==> src/rtl/mps2_ahb_pkg.sv <==
// -----------------------------------------------------------------------------
// mps2_ahb_pkg
// Shared definitions for the MPS2 AHB response side:
//   - HTRANS encodings
//   - default-slave FSM state encoding
//   - bit positions inside the data-phase select vector dsel = {def, mps2, fpga, beetle}
//   - multi_hot(): true when more than one select bit is set
// -----------------------------------------------------------------------------
package mps2_ahb_pkg;

  localparam logic [1:0] HTRANS_IDLE   = 2'b00;
  localparam logic [1:0] HTRANS_BUSY   = 2'b01;
  localparam logic [1:0] HTRANS_NONSEQ = 2'b10;
  localparam logic [1:0] HTRANS_SEQ    = 2'b11;

  typedef enum logic [1:0] {
    DS_IDLE = 2'b00,
    DS_ERR1 = 2'b01,
    DS_ERR2 = 2'b10
  } ds_state_e;

  localparam int DSEL_BEETLE = 0;
  localparam int DSEL_FPGA   = 1;
  localparam int DSEL_MPS2   = 2;
  localparam int DSEL_DEF    = 3;

  // Clearing the lowest set bit leaves something only if two or more bits were set.
  function automatic logic multi_hot(input logic [3:0] v);
    return (v & (v - 4'd1)) != 4'd0;
  endfunction

endpackage

==> src/rtl/mps2_ahb_default_slave.sv <==
// -----------------------------------------------------------------------------
// mps2_ahb_default_slave
// Default-slave response generator: zero-wait OKAY for IDLE/BUSY, two-cycle
// ERROR (ERR1: not ready + ERROR, ERR2: ready + ERROR) for NONSEQ/SEQ.
// Ports:
//   hclk, hresetn   clock, asynchronous active-low reset
//   hready          bus-level HREADY (address phase accepted when 1)
//   trans_active    address phase is NONSEQ or SEQ
//   sel             default slave is the target of the current address phase
//   hreadyout       ready response (meaningful while the default slave owns the data phase)
//   hresp           response, 1 = ERROR
// -----------------------------------------------------------------------------
module mps2_ahb_default_slave
  import mps2_ahb_pkg::*;
(
  input  logic hclk,
  input  logic hresetn,
  input  logic hready,
  input  logic trans_active,
  input  logic sel,
  output logic hreadyout,
  output logic hresp
);

  ds_state_e state_reg;
  ds_state_e state_next;
  logic      start_err;

  assign start_err = sel & hready & trans_active;

  always_ff @(posedge hclk or negedge hresetn) begin
    if (!hresetn) begin
      state_reg <= DS_IDLE;
    end else begin
      state_reg <= state_next;
    end
  end

  always_comb begin
    state_next = state_reg;
    hreadyout  = 1'b1;
    hresp      = 1'b0;
    unique case (state_reg)
      DS_IDLE: begin
        if (start_err) state_next = DS_ERR1;
      end
      DS_ERR1: begin
        hreadyout  = 1'b0;
        hresp      = 1'b1;
        state_next = DS_ERR2;
      end
      DS_ERR2: begin
        // Last cycle of the ERROR is also an address-phase acceptance point,
        // so a new erroring transfer chains straight into ERR1.
        hresp      = 1'b1;
        state_next = start_err ? DS_ERR1 : DS_IDLE;
      end
      default: state_next = DS_IDLE;
    endcase
  end

endmodule

==> src/rtl/mps2_ahb_resp_mux.sv <==
// -----------------------------------------------------------------------------
// mps2_ahb_resp_mux
// AHB response multiplexer for the MPS2 subsystem. Registers the decoder's
// address-phase selects into a data-phase select (dsel) and returns the
// selected slave's HREADYOUT/HRESP/HRDATA; hosts the default slave.
// Ports:
//   HCLK, HRESETn                clock, asynchronous active-low reset
//   HREADY, HTRANS               bus-level ready and address-phase transfer type
//   *_HSEL_i                     address-phase selects (beetle, fpga, mps2, default)
//   *_HREADYOUT_i/_HRESP_i/_HRDATA_i  slave responses
//   HREADYOUT_o, HRESP_o, HRDATA_o    muxed response to the master
// Build option:
//   MPS2_AHB_RESP_MUX_ONEHOT_CHK_EN  overlapping selects are routed to the
//                                    default slave and answered with ERROR.
// -----------------------------------------------------------------------------
module mps2_ahb_resp_mux
  import mps2_ahb_pkg::*;
#(
  parameter int DW = 32
) (
  input  logic          HCLK,
  input  logic          HRESETn,
  input  logic          HREADY,
  input  logic [1:0]    HTRANS,
  input  logic          BEETLE_HSEL_i,
  input  logic          FPGA_HSEL_i,
  input  logic          MPS2_HSEL_i,
  input  logic          DEFSLAVE_HSEL_i,
  input  logic          BEETLE_HREADYOUT_i,
  input  logic          FPGA_HREADYOUT_i,
  input  logic          MPS2_HREADYOUT_i,
  input  logic          BEETLE_HRESP_i,
  input  logic          FPGA_HRESP_i,
  input  logic          MPS2_HRESP_i,
  input  logic [DW-1:0] BEETLE_HRDATA_i,
  input  logic [DW-1:0] FPGA_HRDATA_i,
  input  logic [DW-1:0] MPS2_HRDATA_i,
  output logic          HREADYOUT_o,
  output logic          HRESP_o,
  output logic [DW-1:0] HRDATA_o
);

  logic [3:0] hsel_vec;
  logic [3:0] dsel;
  logic [3:0] dsel_next;
  logic       trans_active;
  logic       ds_sel;
  logic       ds_hreadyout;
  logic       ds_hresp;

  assign trans_active = (HTRANS == HTRANS_NONSEQ) || (HTRANS == HTRANS_SEQ);

  always_comb begin
    hsel_vec              = '0;
    hsel_vec[DSEL_BEETLE] = BEETLE_HSEL_i;
    hsel_vec[DSEL_FPGA]   = FPGA_HSEL_i;
    hsel_vec[DSEL_MPS2]   = MPS2_HSEL_i;
    hsel_vec[DSEL_DEF]    = DEFSLAVE_HSEL_i;
  end

`ifdef MPS2_AHB_RESP_MUX_ONEHOT_CHK_EN
  logic overlap;
  assign overlap = multi_hot(hsel_vec);
  // An ambiguous decode belongs to nobody but the default slave, which errors it.
  assign ds_sel  = DEFSLAVE_HSEL_i | overlap;
  always_comb begin
    dsel_next = hsel_vec;
    if (overlap) begin
      dsel_next           = '0;
      dsel_next[DSEL_DEF] = 1'b1;
    end
  end
`else
  assign ds_sel    = DEFSLAVE_HSEL_i;
  assign dsel_next = hsel_vec;
`endif

  always_ff @(posedge HCLK or negedge HRESETn) begin
    if (!HRESETn) begin
      dsel <= '0;
    end else if (HREADY) begin
      dsel <= dsel_next;
    end
  end

  mps2_ahb_default_slave u_default_slave (
    .hclk         (HCLK),
    .hresetn      (HRESETn),
    .hready       (HREADY),
    .trans_active (trans_active),
    .sel          (ds_sel),
    .hreadyout    (ds_hreadyout),
    .hresp        (ds_hresp)
  );

  // Priority order only matters if dsel ever holds several bits (no overlap check).
  always_comb begin
    HREADYOUT_o = 1'b1;
    HRESP_o     = 1'b0;
    HRDATA_o    = '0;
    if (dsel[DSEL_BEETLE]) begin
      HREADYOUT_o = BEETLE_HREADYOUT_i;
      HRESP_o     = BEETLE_HRESP_i;
      HRDATA_o    = BEETLE_HRDATA_i;
    end else if (dsel[DSEL_FPGA]) begin
      HREADYOUT_o = FPGA_HREADYOUT_i;
      HRESP_o     = FPGA_HRESP_i;
      HRDATA_o    = FPGA_HRDATA_i;
    end else if (dsel[DSEL_MPS2]) begin
      HREADYOUT_o = MPS2_HREADYOUT_i;
      HRESP_o     = MPS2_HRESP_i;
      HRDATA_o    = MPS2_HRDATA_i;
    end else if (dsel[DSEL_DEF]) begin
      HREADYOUT_o = ds_hreadyout;
      HRESP_o     = ds_hresp;
    end
  end

endmodule
==> config.mk <==
export PLATFORM = sky130hd
export DESIGN_NAME = mps2_ahb_resp_mux
export DESIGN_NICKNAME = d
export VERILOG_FILES = /design/src/rtl/mps2_ahb_pkg.sv /design/src/rtl/mps2_ahb_default_slave.sv /design/src/rtl/mps2_ahb_resp_mux.sv
export SDC_FILE = /design/constraint.sdc
export NUM_CORES = 1
export LEC_CHECK = 0
export BUFFER_PORTS_ARGS = -buffer_cell sky130_fd_sc_hd__buf_2
export CAP_MARGIN = 20
export CORE_AREA = 8 8 68 70
export CTS_CLUSTER_SIZE = 28
export DETAILED_ROUTE_END_ITERATION = 10
export DIE_AREA = 0 0 76 78
export PLACE_DENSITY = 0.85
export SYNTH_ARGS = -nofsm -noshare
export SYNTH_HDL_FRONTEND = slang
export SYNTH_HIERARCHICAL = 1
export SYNTH_SLANG_ARGS = --single-unit
==> constraint.sdc <==
create_clock -name HCLK -period 1.83 [get_ports HCLK]
set_clock_uncertainty 0.2 [all_clocks]
set_input_delay 0.366 -clock HCLK [delete_from_list [all_inputs] [get_ports HCLK]]
set_output_delay 0.366 -clock HCLK [all_outputs]
set_load 0.05 [all_outputs]
After elaboration in Yosys (flattened, before gate mapping)
Index checks and enable logic that the tools add are counted.
{"block": "word_totals", "word_cells": 28, "register_bits": 6}
{"block": "classes", "mux": 16, "n_reduce_logical": 3, "eq_ne": 5, "n_bitwise": 2}
{"operator": "32-bit two-way mux", "count": 3}
{"operator": "1-bit two-way mux", "count": 11}
{"operator": "2-bit == test, second input constant", "count": 3}
{"operator": "2-bit case mux with 3 select lines", "count": 1}
{"operator": "1-bit AND", "count": 2}
{"operator": "2-bit by 1-bit == test with 1-bit output, second input constant", "count": 1}
{"operator": "2-bit logical NOT", "count": 1}
{"operator": "2-bit two-way mux", "count": 1}
{"operator": "2-bit by 1-bit != test with 1-bit output, second input constant", "count": 1}
{"operator": "2-bit OR reduction", "count": 1}
{"operator": "1-bit logical OR", "count": 1}

Depth between registers and ports, before layout
Gate-level depths: netlist of the first run.
{"block": "logic_depth", "ltp_word": 7, "mapped_depth": 5}

Hierarchy
Netlist of the first run, hierarchy kept.
{"module": "mps2_ahb_resp_mux", "cells_per_inst": 134, "area_each_um2": 878.3, "instances": 1}
{"module": "mps2_ahb_default_slave", "cells_per_inst": 17, "area_each_um2": 183.9, "instances": 1}

Worst setup path before layout of the first run
Ideal clock, no wire load.
{"block": "synth_path", "path_kind": "register to output", "startpoint": "register dsel[1]", "endpoint": "output port HRDATA_o[27]", "arrival_time_ps": 1799, "path_stages_with_launch": 5, "required_time_ps": 1264, "path_buffers": 2, "path_slack_ps": -535, "cell_sequence": "dfrtp_1 > buf_2 > buf_6 > a21oi_1 > o21ai_0"}
{"block": "synth_between", "elab_chain_len": 2}
{"item": "start: declaration", "line": "mps2_ahb_resp_mux.sv:44", "source": "logic [3:0] dsel;"}
{"item": "start signal: assignment", "line": "mps2_ahb_resp_mux.sv:82", "source": "dsel <= dsel_next;"}
{"item": "32-bit two-way mux", "line": "mps2_ahb_resp_mux.sv:105", "source": "end else if (dsel[DSEL_FPGA]) begin"}
{"item": "32-bit two-way mux", "line": "mps2_ahb_resp_mux.sv:101", "source": "if (dsel[DSEL_BEETLE]) begin"}
{"item": "end: declaration", "line": "mps2_ahb_resp_mux.sv:40", "source": "output logic [DW-1:0] HRDATA_o"}
Every way passes these cells.

Worst setup path after layout of the first run
{"block": "layout_path", "startpoint": "register u_default_slave.state_reg[1]", "endpoint": "output port HREADYOUT_o"}
{"block": "layout_between", "elab_chain_len": 6}
{"item": "start: declaration", "line": "mps2_ahb_default_slave.sv:25", "source": "ds_state_e state_reg;"}
{"item": "start signal: assignment", "line": "mps2_ahb_default_slave.sv:35", "source": "state_reg <= state_next;"}
{"item": "2-bit by 1-bit == test with 1-bit output", "line": "mps2_ahb_default_slave.sv:43", "source": "unique case (state_reg)"}
{"item": "1-bit two-way mux", "line": "mps2_ahb_default_slave.sv:43"}
{"item": "via ds_hreadyout", "line": "mps2_ahb_resp_mux.sv:48", "source": "logic ds_hreadyout;"}
{"item": "1-bit two-way mux", "line": "mps2_ahb_resp_mux.sv:113", "source": "end else if (dsel[DSEL_DEF]) begin"}
{"item": "1-bit two-way mux", "line": "mps2_ahb_resp_mux.sv:109", "source": "end else if (dsel[DSEL_MPS2]) begin"}
{"item": "1-bit two-way mux", "line": "mps2_ahb_resp_mux.sv:105"}
{"item": "1-bit two-way mux", "line": "mps2_ahb_resp_mux.sv:101"}
{"item": "end: declaration", "line": "mps2_ahb_resp_mux.sv:38", "source": "output logic HREADYOUT_o,"}
The timed path passes the listed nets, and every way through them passes these cells.

==> qor.txt, run 1 <==
Status -> finished with violations
Violations in the final reports -> negative setup slack
CTS clk-pin slew, worst paths -> 50 ps
Starting Density -> 0.299
Commonest cells in the netlist -> 34 x nand2_1, 30 x a22oi_1, 30 x o21ai_1
Largest area contributor in the netlist -> a22oi_1
Period Utilization, post-route -> 1.15
Top-count cell post-synth -> nand2_1
Share of the synthesized area in the top cell type -> 0.212
Multiplexer share of the synthesized area -> 0.0565
Via density per instance -> 5.07
Global route overflow -> 0
Async SR Flop Fraction -> 1.00
Synth area leaders -> a22oi_1 21%, dfrtp_1 14%, o21ai_1 14%, nand2_1 12%, ha_1 5.9%
Ant diodes -> 0
Syn Nets -> 267
Leakage -> 1.24 nW
Pin count of the biggest net entering global routing -> 31
Vias in the first global route -> 2013
Post-synthesis compound-gate area fraction -> 0.430
Placer Congestion -> 0.763
Largest family of logic cells by synthesized area -> compound AO/OA/AOI/OAI gates
EDFF count, synth -> 0
Register area share after synthesis -> 0.141
Worst setup EP type -> output pin
Design Area, Final -> 2620 um^2
Worst EP required -> 1260 ps
Layout cell share with drive strength beyond 1 -> 0.761
Warnings, synthesis -> 6
Max reg flops -> 4
Synth Area in Adders -> 0.0589
Simple-gate portion of the synthesized area -> 0.191
Final Max Tran Viols -> 0
I/O pins -> 145
Power, Total -> 1.94 mW
First-pass GRT wire length -> 9540 um
Synth-to-Final Area Change -> 147%
Vias -> 1769
Post-route DRC -> 0
Fin. Hold Viols -> 0
1st-iter DRT viols -> 50
CTS Root Buffer Type -> clkbuf_4
Ys flop type -> dfrtp_1
Setup violations, final -> 34
Setup Fix Bufs, Post-CTS -> 0
# rows -> 22
Initial antenna violation count -> 1
Slack of the critical path -> -271 ps
TritonCTS clock tree -> yes
Routed wire length -> 5830 um
Pwr Density -> 738 nW/um^2
Hold WS -> 139 ps
Mean post-synth cell area -> 7.03 um^2
Post-DRT Antenna Nets -> 0
WL per Instance -> 16.7 um
Peak VDD IR -> 0.817 mV
GR Util All Layers -> 0.189
Die width -> 76 um
Post-synthesis cell count -> 151
Clock buffer depth -> 2
Layout Nets -> 418
Max_cap viols -> 0
Post-synth cell types -> 25
Seq cells post-synth -> 6
Core Box Area -> 3550 um^2
TritonCTS Sinks -> 6
Insertion delay of the later-clocked pin in the worst-skew pair -> 260 ps
CP Launch Type -> flop
Crit path DAT -> 1530 ps
Buffers on Ports -> 143
Xor-xnor portion of the synthesized cell area -> 0
Hold crit path type -> in2reg
CTS buffer count -> 3
DP Wirelength -> 4420 um
Placement-stage cell area -> 2260 um^2
Worst Max-Slew Pin Slew -> 298 ps
CTS HTree Levels -> 1
Critical path fanouts, max -> 3
Tmin final -> 2100 ps
Die area -> 5930 um^2
Setup CP Type -> reg2out
Rel. slew slack -> 0.802
Synthesized area -> 1060 um^2
Unrepaired setup endpoints after global routing -> true
Die Ht -> 78 um
First drt pass iteration count -> 4
Fmax -> 476 MHz
## metrics by stage
step                      setup TNS (ps)  setup WS [ps]  std cells  utilization
final                              -7880           -271        349        0.739
after detailed placement           -1740          -79.2        344        0.636
after global routing              -11020           -367        349        0.739
after global placement             -1180          -62.0        344        0.636
after floorplan                     -207           -142        151            -
after CTS                          -7910           -269        349        0.728
## cell families (layout without fill, tap and decap cells)
logic type,Yosys count,in the layout
compound gates,71,71
mux,5,5
simple gates,42,42
fa+ha+maj,5,5
buf+inv,22,172
flops,6,6
## what timing repair did
action | in CTS | in global routing
hold endpoints to repair | 6 | 0
gates resized for setup | 86 | 11
endpoints found under the setup margin | 34 | 34
pin swaps | 0 | 1
hold buffers | 1 | 0
## where the power goes
group | switching (mW) | internal [mW]
clock network | 0.0577 | 0.0832
registers | 0.0371 | 0.166
logic | 0.894 | 0.699
## routing by layer
| layer | GRT usage | share of wire | up-vias |
|---|---|---|---|
| li1 | - | - | 849 |
| met1 | 0.176 | 0.34 | 830 |
| met2 | 0.382 | 0.56 | 81 |
| met3 | 0.0726 | 0.085 | 7 |
| met4 | 0.0314 | 0.0087 | 2 |
| met5 | 0 | 0.0014 | - |
## path summary, 6_finish.rpt
kind / to / from / slack, ps / cells past startpoint
min in group asynchronous: dsel[1] / HRESETn / 300 / 2
hold reg to reg: dsel[3] / dsel[3] / 370 / 1
setup / recovery: HREADYOUT_o / u_default_slave/state_reg[1] / -270 / 7
max in group asynchronous: dsel[0] / HRESETn / 970 / 2
hold / removal: dsel[0] / BEETLE_HSEL_i / 140 / 2
setup reg to reg: u_default_slave/state_reg[0] / u_default_slave/state_reg[0] / 440 / 6
## layout make-up
class / count / area [um^2]
Clock buffer: 4 / 26.3
Inverter: 6 / 22.5
Fill cell: 261 / 927
Timing Repair Buffer: 162 / 1170
Sequential cell: 6 / 154
Tap cell: 48 / 60.1
Multi-Input combinational cell: 123 / 1190
## cell usage in the layout, fill, tap and decap left out, types with 3 or more instances in the layout
cell	instances
inv_2	3
dfrtp_1	5
a22oi_2	10
mux2_2	4
o21ai_4	26
a21oi_1	3
buf_4	12
o21ai_2	6
buf_2	109
buf_12	5
clkbuf_4	3
a22oi_1	20
buf_6	26
ha_1	3
buf_8	9
nand2_1	33
inv_1	3
## critical path, stage by stage, from the launching register on
cell     delay (ps)
dfrtp_1         390
inv_2           100
ha_2            180
inv_2            30
nor4b_2         200
buf_4           150
o41ai_4          60
buf_6           160
No activity file was read; power rests on OpenSTA's default activity.
==> inputs of run 2 (changes only) <==
--- a/config.mk
+++ b/config.mk
@@ -5,13 +5,14 @@
 export SDC_FILE = /design/constraint.sdc
 export NUM_CORES = 1
 export LEC_CHECK = 0
+export ABC_AREA = 1
 export BUFFER_PORTS_ARGS = -buffer_cell sky130_fd_sc_hd__buf_2
 export CAP_MARGIN = 20
-export CORE_AREA = 8 8 68 70
+export CORE_AREA = 8 8 69 71
 export CTS_CLUSTER_SIZE = 28
 export DETAILED_ROUTE_END_ITERATION = 10
-export DIE_AREA = 0 0 76 78
-export PLACE_DENSITY = 0.85
+export DIE_AREA = 0 0 77 79
+export PLACE_DENSITY = 0.84
 export SYNTH_ARGS = -nofsm -noshare
 export SYNTH_HDL_FRONTEND = slang
 export SYNTH_HIERARCHICAL = 1
==> qor.txt, run 2 <==
TritonCTS clock tree -> yes
Setup CP Type -> reg2out
CP Launch Type -> flop
Post-synth cell types -> 18 (-28%)
Status -> finished with violations
Async SR Flop Fraction -> 1.00 (unchanged)
GR Util All Layers -> 0.193 (+0.00341)
CTS buffer count -> 3 (unchanged)
Die area -> 6080 um^2 (+2.6%)
Switching Fraction -> 0.513 (+0.00246)
Ant diodes -> 0 (unchanged)
Largest area contributor in the netlist -> a21oi_1
Most frequent cells in the layout -> 109 x buf_2, 36 x nor2_1, 35 x buf_6, 29 x nand2_1, 29 x a21oi_4
Placer Congestion -> 0.815 (+6.8%)
Synth-to-Final Area Change -> 142%
Insertion delay of the later-clocked pin in the worst-skew pair -> 230 ps (-30 ps)
Ys flop type -> dfrtp_1
Top-count cell post-synth -> a21oi_1
Slowest-stage cell, CP -> dfrtp_2
CTS Root Buffer Type -> clkbuf_8
Global route overflow -> 0 (unchanged)
Routed wire length -> 6530 um (+12%)
DP Wirelength -> 4800 um (+8.7%)
Initial antenna violation count -> 0 (-1)
Leakage -> 1.28 nW (+3.3%)
# rows -> 23 (+4.5%)
I/O pins -> 145 (unchanged)
Violations in the final reports -> negative setup slack
Power, Total -> 1.93 mW (-0.28%)
Sequential share of power -> 0.097 (-0.008)
Fmax -> 506 MHz (+6.2%)
CTS HTree Levels -> 1 (unchanged)
Slack of the critical path -> -148 ps (+123 ps)
Crit path DAT -> 1410 ps (-120 ps)
Starting Density -> 0.295 (-0.00403)
WL per Instance -> 16.5 um (-1.5%)
Post-route DRC -> 0 (unchanged)
First drt pass iteration count -> 4 (unchanged)
Die Ht -> 79 um (+1.3%)
Worst setup EP type -> output pin
Vias -> 1970 (+11%)
Clock power share -> 0.106 (+0.033)
Mean post-synth cell area -> 5.66 um^2 (-20%)
Max reg flops -> 4 (unchanged)
Hold WS -> 144 ps (+4.80 ps)
Warnings, synthesis -> 6 (unchanged)
Synthesized area -> 1120 um^2 (+5.5%)
First-pass GRT wire length -> 9690 um (+1.5%)
Core Box Area -> 3800 um^2 (+7.0%)
Period Utilization, post-route -> 1.08 (-0.0673)
Rel. slew slack -> 0.798 (-0.00310)
Die width -> 77 um (+1.3%)
Combinational power share -> 0.797 (-0.026)
Clock buffer depth -> 2 (unchanged)
Worst EP required -> 1260 ps (about the same)
Register area share after synthesis -> 0.134 (-0.00741)
EDFF count, synth -> 0 (unchanged)
Layout Nets -> 465 (+11%)
Max_cap viols -> 0 (unchanged)
1st-iter DRT viols -> 54 (+8.0%)
Internal Power -> 0.941 mW (-0.78%)
Vias in the first global route -> 2039 (+1.3%)
Setup violations, final -> 34 (unchanged)
TritonCTS Sinks -> 6 (unchanged)
Post-synthesis cell count -> 198 (+31%)
Synth area leaders -> a21oi_1 27%, nand2_1 14%, dfrtp_1 13%, nor2_1 13%, ha_1 5.6%
Worst Max-Slew Pin Slew -> 302 ps (+4.65 ps)
Hold crit path type -> in2reg
Final Max Tran Viols -> 0 (unchanged)
Critical path fanouts, max -> 10 (+7)
Buffers on Ports -> 143 (unchanged)
CTS clk-pin slew, worst paths -> 30 ps (-20 ps)
Pin count of the biggest net entering global routing -> 21 (-32%)
Post-DRT Antenna Nets -> 0 (unchanged)
Fin. Hold Viols -> 0 (unchanged)
Share of the synthesized area in the top cell type -> 0.272 (+0.0603)
Inst Count DP -> 389 (+13%)
Leading cell type in the layout, fill and taps excluded -> buf_2
Critical path's largest stage delay -> 450 ps (+60 ps)
Commonest cells in the netlist -> 61 x a21oi_1, 41 x nand2_1, 38 x nor2_1, 8 x buf_2
Unrepaired setup endpoints after global routing -> true
CP cell instances -> nor2_8 > clkbuf_16 > nand2_1 > a21oi_4 > buf_6
Pwr Density -> 711 nW/um^2 (-3.7%)
Final core occ -> 0.715 (-0.0238)
Peak VDD IR -> 0.536 mV (-34%)
Layout cell share with drive strength beyond 1 -> 0.700 (-0.0605)
Syn Nets -> 314 (+18%)
Fin cells -> 397 (+14%)
Via density per instance -> 4.96 (-2.1%)
Switching power -> 0.991 mW (+0.20%)
Seq cells post-synth -> 6 (unchanged)
Tmin final -> 1980 ps (-123 ps)
-- run 2: cell count changes in the layout (fill, tap and decap cells not counted), moves of 17 or more --
| cell | before | now |
|---|---|---|
| o21ai_4 | 26 | 0 |
| a22oi_1 | 20 | 0 |
| a21oi_2 | 1 | 18 |
| a21oi_4 | 0 | 29 |
| nor2_1 | 0 | 36 |
-- run 2: cells by family after synthesis --
logic type | synth area share
adder cells (fa/ha/maj) | 0.0558
flip-flops | 0.134
AO/OA/AOI/OAI | 0.329
AND/OR/NAND/NOR | 0.350
buffers and inverters | 0.131
-- run 2: cell type report --
type	instances	area, um^2
inverter	9	33.8
tap	50	62.6
clock buffer	3	41.3
timing repair buffer	161	1150
sequential	6	151
multi-input combinational	168	1270
fill	296	1080
-- run 2: final timing paths --
check / from / cells past startpoint / slack (ps) / to
min in group asynchronous: HRESETn / 2 / 310 / u_default_slave/state_reg[1]
worst max register to register: u_default_slave/state_reg[0] / 7 / 490 / u_default_slave/state_reg[0]
worst min-delay path: BEETLE_HSEL_i / 3 / 140 / dsel[0]
worst max-delay path: dsel[1] / 5 / -150 / HRDATA_o[14]
worst min register to register: dsel[3] / 2 / 360 / dsel[3]
max in group asynchronous: HRESETn / 2 / 960 / dsel[1]
-- run 2: worst max-delay path, delay by kind of cell (launching register included) --
kind                   cells  cell delay (ps)
buffers and inverters      2              350
flip-flops                 1              450
AND/OR/NAND/NOR            2              240
AO/OA/AOI/OAI              1              130
-- run 2: power groups by stage --
| stage | Sequential (mW) | Clock, mW | Combinational (mW) |
|---|---|---|---|
| 2_1_floorplan | 0.179 | 0 | 0.896 |
| 3_3_place_gp | 0.184 | 0 | 1.20 |
| 3_5_place_dp | 0.186 | 0 | 1.22 |
| 4_1_cts | 0.184 | 0.212 | 1.43 |
| 5_1_grt | 0.190 | 0.220 | 1.63 |
| 6_report | 0.187 | 0.204 | 1.54 |
-- run 2: metrics by stage --
step           setup slack (ps)  TNS, ps  area, um^2
2_1_floorplan             -55.9    -55.9        1440
3_3_place_gp              -14.0    -27.2        2250
3_5_place_dp              -45.9     -372        2250
4_1_cts                    -163    -4550        2540
5_1_grt                    -200    -5710        2720
6_report                   -148    -3940        2720
-- run 2: repair_timing --
action                                 4_1_cts  5_1_grt
pin swaps                                    3        7
cloned                                       0        1
resized for setup                           73       40
setup endpoints to repair                   34       34
hold buffers                                 1        0
setup buffers                                2        1
endpoints found under the hold margin        6        0
-- run 2: layer usage --
layer	vias to the layer above	share of wire	track usage	routed length, um
li1	948	-	-	-
met1	898	0.37	0.194	2420
met2	112	0.52	0.368	3410
met3	12	0.087	0.0474	568
met4	0	0.021	0.0887	140
met5	-	0	0	0
==> inputs of run 3 (changes only) <==
--- a/config.mk
+++ b/config.mk
@@ -8,10 +8,10 @@
 export ABC_AREA = 1
 export BUFFER_PORTS_ARGS = -buffer_cell sky130_fd_sc_hd__buf_2
 export CAP_MARGIN = 20
-export CORE_AREA = 8 8 69 71
+export CORE_AREA = 10 10 71 73
 export CTS_CLUSTER_SIZE = 28
 export DETAILED_ROUTE_END_ITERATION = 10
-export DIE_AREA = 0 0 77 79
+export DIE_AREA = 0 0 81 83
 export PLACE_DENSITY = 0.84
 export SYNTH_ARGS = -nofsm -noshare
 export SYNTH_HDL_FRONTEND = slang
==> qor.txt, run 3 (synthesis results as in run 2) <==
CTS buffer count -> 3 (unchanged)
Max reg flops -> 4 (unchanged)
TNS Setup -> -4050 ps (-112 ps)
Worst Max-Slew Pin Slew -> 266 ps (-36.6 ps)
Critical path fanouts, max -> 9 (-1)
Unrepaired setup endpoints after global routing -> true
RR Endpoint -> u_default_slave/state_reg[0]
Status -> finished with violations
Placer Congestion -> 0.864 (+6.0%)
Vias in the first global route -> 1873 (-8.1%)
Hold crit path type -> in2reg
Setup violations, final -> 34 (unchanged)
Leading cell type in the layout, fill and taps excluded -> buf_2
Tmin final -> 1980 ps (+4.28 ps)
Power, Total -> 1.87 mW (-3.3%)
Insertion delay of the later-clocked pin in the worst-skew pair -> 230 ps (about the same)
Vias -> 1963 (-0.36%)
Layout Nets -> 462 (-0.65%)
Synth-to-Final Area Change -> 135%
Fin. Hold Viols -> 0 (unchanged)
TritonCTS clock tree -> yes
Violations in the final reports -> negative setup slack
Global route overflow -> 0 (unchanged)
Max_cap viols -> 0 (unchanged)
Pin count of the biggest net entering global routing -> 23 (+9.5%)
Initial antenna violation count -> 0 (unchanged)
Die area -> 6720 um^2 (+11%)
Starting Density -> 0.309 (+0.0134)
Post-DRT Antenna Nets -> 0 (unchanged)
Rel. slew slack -> 0.823 (+0.0244)
WP buf/inv -> 2 (unchanged)
First drt pass iteration count -> 4 (unchanged)
Worst reg2reg setup slack -> 610 ps (+120 ps)
First-pass GRT wire length -> 9100 um (-6.0%)
CTS HTree Levels -> 1 (unchanged)
Setup CP Type -> reg2out
Peak VDD IR -> 0.616 mV (+15%)
CTS clk-pin slew, worst paths -> 40 ps (about the same)
# rows -> 22 (-4.3%)
Crit path DAT -> 1420 ps (about the same)
Die Ht -> 83 um (+5.1%)
R2R Path Start -> u_default_slave/state_reg[1]
WL per Instance -> 16.8 um (+2.3%)
CP Launch Type -> flop
Die width -> 81 um (+5.2%)
Slowest-stage cell, CP -> dfrtp_2
Most frequent cells in the layout -> 109 x buf_2, 38 x nor2_1, 30 x nand2_1
Slack of the critical path -> -152 ps (-4.28 ps)
Ant diodes -> 0 (unchanged)
1st-iter DRT viols -> 47 (-13%)
DP Wirelength -> 4980 um (+3.8%)
FF-to-FF path depth -> 6 (-1)
GR Util All Layers -> 0.164 (-0.0285)
Fill cells -> 292 (-1.4%)
TritonCTS Sinks -> 6 (unchanged)
Final Max Tran Viols -> 0 (unchanged)
CTS Root Buffer Type -> clkbuf_8
Core Box Area -> 3630 um^2 (-4.3%)
Critical path's largest stage delay -> 460 ps (about the same)
I/O pins -> 145 (unchanged)
Fmax -> 505 MHz (-0.22%)
Worst setup EP type -> output pin
Via density per instance -> 5.01 (+0.92%)
Hold endpoint -> dsel[1]
Period Utilization, post-route -> 1.08 (+0.00234)
Layout cell share with drive strength beyond 1 -> 0.654 (-0.0462)
Buffers on Ports -> 143 (unchanged)
Top Family by Delay on Critical Path -> flip-flops
Clock buffer depth -> 2 (unchanged)
Post-route DRC -> 0 (unchanged)
Pwr Density -> 708 nW/um^2 (-0.40%)
Leakage -> 1.26 nW (-1.6%)
CP cell instances -> nor2_8 > clkbuf_16 > nand2_2 > a21oi_4 > buf_6
Worst EP required -> 1260 ps (about the same)
Hold Startpoint -> FPGA_HSEL_i
Routed wire length -> 6600 um (+0.99%)
Hold path cells -> 3 (unchanged)
-- run 3: final cells by class --
type,instances,area [um^2],share of cell area
Multi-Input combinational cell,168,1210,0.460
Sequential cell,6,151,0.0574
Tap cell,48,60.1,0.0228
Inverter,9,33.8,0.0128
Clock buffer,3,41.3,0.0157
Timing Repair Buffer,158,1140,0.431
-- run 3: worst max-delay path by stage --
stage | start | to | slack [ps] | cells after the start
4_1_cts | dsel[1] | HRDATA_o[8] | -150 | 5
5_1_grt | u_default_slave/state_reg[0] | HRESP_o | -200 | 7
3_5_place_dp | dsel[1] | HREADYOUT_o | -70 | 6
3_3_place_gp | dsel[1] | HREADYOUT_o | -60 | 6
6_report | dsel[1] | HRDATA_o[6] | -150 | 5
2_1_floorplan | dsel[1] | HRDATA_o[15] | -60 | 5
-- run 3: worst reg2reg max path, stage by stage, from the launching register on --
cell     delay, ps
dfrtp_1        380
buf_4          150
ha_1           170
nor2_1          80
nor2_1          40
nand2_1         50
nand2_1         40
-- run 3: routing by layer --
metal | wire, um | up-vias | global-route usage
li1 | - | 940 | -
met1 | 2150 | 901 | 0.165
met2 | 3580 | 118 | 0.305
met3 | 813 | 4 | 0.0593
met4 | 48 | 0 | 0.0407
met5 | 0 | - | 0
-- run 3: timing repair --
action | in CTS | in global routing
pin swaps | 0 | 2
setup endpoints to repair | 34 | 34
hold buffers | 1 | 0
setup buffers | 1 | 0
cloned | 0 | 1
endpoints found under the hold margin | 6 | 0
gates resized for setup | 73 | 28
-- run 3: through the flow --
step / hold WS (ps) / cell area, um^2 / utilization / setup WS, ps / std cells
floorplan: -130 / 1440 / - / -55.9 / 198
global placement: -6.54 / 2230 / 0.614 / -60.1 / 386
detailed placement: -5.91 / 2230 / 0.614 / -70.3 / 386
CTS: 144 / 2510 / 0.691 / -154 / 391
global route: 167 / 2640 / 0.726 / -196 / 392
finish: 149 / 2640 / 0.726 / -152 / 392
-- run 3: where the power goes --
group / internal (mW) / leakage, nW / switching (mW)
Clock: 0.142 / 0.0216 / 0.0627
Sequential: 0.159 / 0.0739 / 0.0265
Combinational: 0.611 / 1.17 / 0.867
